===== config.mk =====
export PLATFORM = sky130hd
export DESIGN_NAME = seq_gen
export DESIGN_NICKNAME = d
export VERILOG_FILES = /design/src/rtl/seq_gen_pkg.sv /design/src/rtl/seq_gen_cnt.sv /design/src/rtl/seq_gen.sv
export SDC_FILE = /design/constraint.sdc
export NUM_CORES = 1
export LEC_CHECK = 0
export ABC_CLOCK_PERIOD_IN_PS = 2000
export CAP_MARGIN = 40
export CORE_MARGIN = 2
export CORE_UTILIZATION = 51
export DETAILED_ROUTE_END_ITERATION = 10
export MAX_ROUTING_LAYER = met4
export PLACE_DENSITY = 0.84
export SKIP_CTS_REPAIR_TIMING = 1
export SYNTH_ARGS = -nofsm -noshare
export SYNTH_HDL_FRONTEND = slang
export SYNTH_SLANG_ARGS = --single-unit

===== constraint.sdc =====
create_clock -name clk -period 2 [get_ports clk]
set_input_delay 0.4 -clock clk [delete_from_list [all_inputs] [get_ports clk]]
set_output_delay 0.4 -clock clk [all_outputs]
set_load 0.1 [all_outputs]

===== src/rtl/seq_gen_pkg.sv =====
// Shared types and default sizing for the seq_gen pattern serializer.
package seq_gen_pkg;

    localparam int MAX_LEN_DEF = 8;
    localparam int LEN_W_DEF   = 4;

    typedef enum logic [1:0] {
        IDLE  = 2'd0,
        SHIFT = 2'd1,
        DONE  = 2'd2
    } state_t;

endpackage


===== src/rtl/seq_gen_cnt.sv =====
// Loadable down-counter holding the number of bits still to send after the
// one currently on the output; zero_o marks the last bit.
module seq_gen_cnt
    import seq_gen_pkg::*;
#(
    parameter int LEN_W = LEN_W_DEF
) (
    input  logic             clk,
    input  logic             rst,
    input  logic             load_i,
    input  logic [LEN_W-1:0] load_val_i,
    input  logic             dec_i,
    output logic             zero_o
);

    logic [LEN_W-1:0] cnt_q, cnt_d;

    always_comb begin
        cnt_d = cnt_q;
        if (load_i) begin
            cnt_d = load_val_i;
        end else if (dec_i && (cnt_q != '0)) begin
            cnt_d = cnt_q - LEN_W'(1);
        end
    end

    always_ff @(posedge clk or posedge rst) begin
        if (rst) begin
            cnt_q <= '0;
        end else begin
            cnt_q <= cnt_d;
        end
    end

    assign zero_o = (cnt_q == '0);

endmodule


===== src/rtl/seq_gen.sv =====
// MSB-first pattern serializer with start/abort control and registered outputs.
// Optional repeat mode (rpt port) is enabled by defining SEQ_GEN_REPEAT_EN.
module seq_gen
    import seq_gen_pkg::*;
#(
    parameter int MAX_LEN = MAX_LEN_DEF,
    parameter int LEN_W   = LEN_W_DEF
) (
    input  logic               clk,
    input  logic               rst,
    input  logic               start,
    input  logic [MAX_LEN-1:0] pat,
    input  logic [LEN_W-1:0]   len,
    input  logic               abort,
`ifdef SEQ_GEN_REPEAT_EN
    input  logic               rpt,
`endif
    output logic               req,
    output logic               req_vld,
    output logic               busy,
    output logic               done,
    output state_t             state_o
);

    localparam logic [LEN_W-1:0] MAX_LEN_L = LEN_W'(MAX_LEN);

    state_t             state_q, state_d;
    logic [MAX_LEN-1:0] shift_q, shift_d;
    logic               req_q, req_d;
    logic               vld_q, vld_d;
    logic               busy_q, busy_d;
    logic               done_q, done_d;
    logic               cnt_load, cnt_dec, cnt_zero;
    logic [LEN_W-1:0]   cnt_val;
    logic [LEN_W-1:0]   len_eff;
    logic [MAX_LEN-1:0] pat_aligned;

    // Left-justify the pattern so the first bit to send always sits at the MSB.
    assign len_eff     = (len > MAX_LEN_L) ? MAX_LEN_L : len;
    assign pat_aligned = pat << (MAX_LEN_L - len_eff);

`ifdef SEQ_GEN_REPEAT_EN
    logic [MAX_LEN-1:0] pat_q, pat_d;
    logic [LEN_W-1:0]   len_q, len_d;
`endif

    always_comb begin
        state_d  = state_q;
        shift_d  = shift_q;
        req_d    = 1'b0;
        vld_d    = 1'b0;
        busy_d   = 1'b0;
        done_d   = 1'b0;
        cnt_load = 1'b0;
        cnt_dec  = 1'b0;
        cnt_val  = len_eff - LEN_W'(1);
`ifdef SEQ_GEN_REPEAT_EN
        pat_d    = pat_q;
        len_d    = len_q;
`endif
        case (state_q)
            IDLE: begin
                if (start) begin
                    if (len_eff == '0) begin
                        state_d = DONE;
                        done_d  = 1'b1;
                    end else begin
                        state_d  = SHIFT;
                        cnt_load = 1'b1;
                        req_d    = pat_aligned[MAX_LEN-1];
                        shift_d  = pat_aligned << 1;
                        vld_d    = 1'b1;
                        busy_d   = 1'b1;
`ifdef SEQ_GEN_REPEAT_EN
                        pat_d    = pat_aligned;
                        len_d    = len_eff;
`endif
                    end
                end
            end
            SHIFT: begin
                // Abort wins over both the next bit and the last-bit exit.
                if (abort) begin
                    state_d = IDLE;
                    shift_d = '0;
                end else if (!cnt_zero) begin
                    cnt_dec = 1'b1;
                    req_d   = shift_q[MAX_LEN-1];
                    shift_d = shift_q << 1;
                    vld_d   = 1'b1;
                    busy_d  = 1'b1;
`ifdef SEQ_GEN_REPEAT_EN
                end else if (rpt) begin
                    cnt_load = 1'b1;
                    cnt_val  = len_q - LEN_W'(1);
                    req_d    = pat_q[MAX_LEN-1];
                    shift_d  = pat_q << 1;
                    vld_d    = 1'b1;
                    busy_d   = 1'b1;
`endif
                end else begin
                    state_d = DONE;
                    done_d  = 1'b1;
                end
            end
            DONE: begin
                state_d = IDLE;
            end
            default: begin
                state_d = IDLE;
                shift_d = '0;
            end
        endcase
    end

    always_ff @(posedge clk or posedge rst) begin
        if (rst) begin
            state_q <= IDLE;
            shift_q <= '0;
            req_q   <= 1'b0;
            vld_q   <= 1'b0;
            busy_q  <= 1'b0;
            done_q  <= 1'b0;
        end else begin
            state_q <= state_d;
            shift_q <= shift_d;
            req_q   <= req_d;
            vld_q   <= vld_d;
            busy_q  <= busy_d;
            done_q  <= done_d;
        end
    end

`ifdef SEQ_GEN_REPEAT_EN
    always_ff @(posedge clk or posedge rst) begin
        if (rst) begin
            pat_q <= '0;
            len_q <= '0;
        end else begin
            pat_q <= pat_d;
            len_q <= len_d;
        end
    end
`endif

    seq_gen_cnt #(
        .LEN_W(LEN_W)
    ) u_cnt (
        .clk       (clk),
        .rst       (rst),
        .load_i    (cnt_load),
        .load_val_i(cnt_val),
        .dec_i     (cnt_dec),
        .zero_o    (cnt_zero)
    );

    assign req     = req_q;
    assign req_vld = vld_q;
    assign busy    = busy_q;
    assign done    = done_q;
    assign state_o = state_q;

endmodule

==> metrics.txt <==
CTS tree=yes; max-slew violation count=0; Final HPWL DP=2.316 mm; post-route cell area=0.001688 mm^2; Hold Fails Final Rpt=0; clk slew on worst S/H paths=0.10 ns; share of cells above drive strength 1=37.43%; cts bufs inserted=3; vias=1158; CP startpoint kind=input port; post-synth cell types=42; synth-to-layout area growth=48.24%; die width=51.25 um; syn_area_per_cell=9.182 um^2; critical path endpoint=shift_q[6]$_DFFE_PP0P_; Highest Signal Layer=met4; DR WL met2=1.658 mm; highest clock rate=506.1 MHz; Post-Syn Instances=124; post-route minimum period=1.976 ns; DIE HEIGHT=51.25 um; Reg2Reg Depth=7; I/O Pins=22; syn_nets=142; YS warnings=0; first-pass GRT wire length=4.733 mm; global placement routability congestion=0.8687; DR vias/cell=5.819; Placed Area=0.001584 mm^2; outcome=complete, no violations; Area contributors post-synth=dfrtp_1 (35%), mux2i_1 (8.8%), nand2_1 (4.0%); R2R Path Start=state_o[0]$_DFFE_PP0P_; Clk Latency, worst-skew pair=0.28 ns; leakage=0.7531 nW; final hold slack=0.4709 ns; FILL cells=150; HP Class=input port to async pin; Routed Antenna Nets=0; Cell Area, Synth=0.001139 mm^2; Pwr Density=1053 mW/mm^2; die area=0.002627 mm^2; placed insts=193; Async SR Flop Fraction=100.0%; Worst Path Required=2.21 ns; r2r endpoint=u_cnt.cnt_q[2]$_DFFE_PP0P_; normalized max-slew margin=60.05%; Total GRT Usage=24.49%; post-synth top area cell=dfrtp_1; largest net degree at the start of global routing=17; initial antenna violation count=0; top_reg_cell synth=dfrtp_1; CTS Sinks=16; final setup fails=0; Root Buffer=clkbuf_4; number of global-route vias before repair=1115; # diodes=0; nets@finish=190; Register Area=401.6 um^2; Clock Skews=0.004963 ns; Setup CP Type=input port to flip-flop; fin cells=199; largest fanout on the critical path=5; sequential-to-total area share from yosys stat=35.16%; Arr. time, crit path=2.19 ns; Slew @ Worst Pin=0.5987 ns; Max Root-Sink Buffers=2; area of the multi-input gates=749.5 um^2; CTS H-tree depth=1; num rows=17; most common cell in the netlist=dfrtp_1; I/O Buffers=21; Synth top cells by count=dfrtp_1 (16), nand2_1 (12), mux2i_1 (10); Core Footprint=0.002170 mm^2; initial DRC count=19; M1 wire length=1.235 mm; Post-Route WL=3.104 mm; EDFF count, synth=0; Max Cap Viol=0; DRC Markers=0; synthesized flop and latch total=16; drt wl/cell=15.60 um; Synth top area share=35.16%; Worst VDD drop=0.9174 mV; metal3 WL=121 um; GRT overflow=0; final period utilization=98.80%; r2r setup slk=0.19 ns; setup TNS=0 ns; Critical Path End Type=flip-flop; DRT Pass-1 Iters=4; Initial Util=52.48%; Critical path origin=len[3]
-- critical path, stage by stage --
cell and delay [ns]:
buf_6 0.10, nor2b_4 0.10, buf_6 0.11, inv_6 0.03
ha_4 0.15, or3b_4 0.42, a311oi_4 0.40, and3b_1 0.27
a221oi_2 0.05, o21ai_1 0.14
-- stage by stage --
step                util (%)  total power, mW  setup slack [ns]
floorplan                  -            1.189           -0.2198
global route           77.80            1.873          -0.04793
global placement       73.01            1.476           -0.5332
CTS                    74.68            1.726           -0.3067
detailed placement     73.01            1.515           -0.6127
finish                 77.80            1.777           0.02406
-- kinds of logic (layout without fill, tap and decap cells) --
| logic type | count (synthesis) | in the layout | share of synthesized area, % |
|---|---|---|---|
| and+or+nand+nor | 51 | 51 | 25.16 |
| AOI/OAI and AO/OA | 32 | 32 | 19.67 |
| DFF | 16 | 16 | 35.16 |
| muxes | 13 | 13 | 12.75 |
| buffers and inverters | 10 | 57 | 5.054 |
| adders and majority gates | 2 | 2 | 2.197 |
-- per-layer routing --
layer  global-route usage (%)  up-vias
met4                    9.211        0
met5                        -        -
li1                         -      559
met1                    26.30      553
met3                    2.924        9
met2                    45.89       37
-- placed cells by master (no fill, tap or decap), types with 4 or more instances in the layout --
cell type,n
a21oi_1,6
buf_4,32
clkdlybuf4s50_1,11
dfrtp_1,15
mux2i_1,10
nand2_1,12
nor2_1,9
nor4_1,4
o21ai_0,4
o21ai_1,7
-- worst min path at each step --
| stage | endpoint | depth (start not counted) |
|---|---|---|
| after floorplan | busy$_DFF_PP0_ | 1 |
| after global placement | req$_DFF_PP0_ | 2 |
| after detailed placement | shift_q[2]$_DFFE_PP0P_ | 2 |
| after CTS | shift_q[7]$_DFFE_PP0P_ | 2 |
| after global routing | u_cnt.cnt_q[0]$_DFFE_PP0P_ | 2 |
| final | u_cnt.cnt_q[0]$_DFFE_PP0P_ | 2 |
-- final cells by class --
cell class,instances,share of cell area [%]
tap,28,2.076
inverter,3,0.9637
sequential,16,23.80
clock buffer,4,2.150
timing repair buffer,50,26.61
multi-input combinational,98,44.40
-- where the power goes --
part           leakage, nW  switching, mW  internal (mW)  total (mW)
clock               0.0210          0.102          0.111       0.213
sequential           0.206          0.104          0.436       0.539
combinational        0.526          0.606          0.420        1.03
total                0.753          0.811          0.966        1.78
-- sequential cells by signal, indices dropped and copies added, names as in the netlist --
signal / count
busy: 1
state_o: 2
u_cnt.cnt_q: 4
req: 1
done: 1
shift_q: 7
Power figures use the tool's default switching activity.
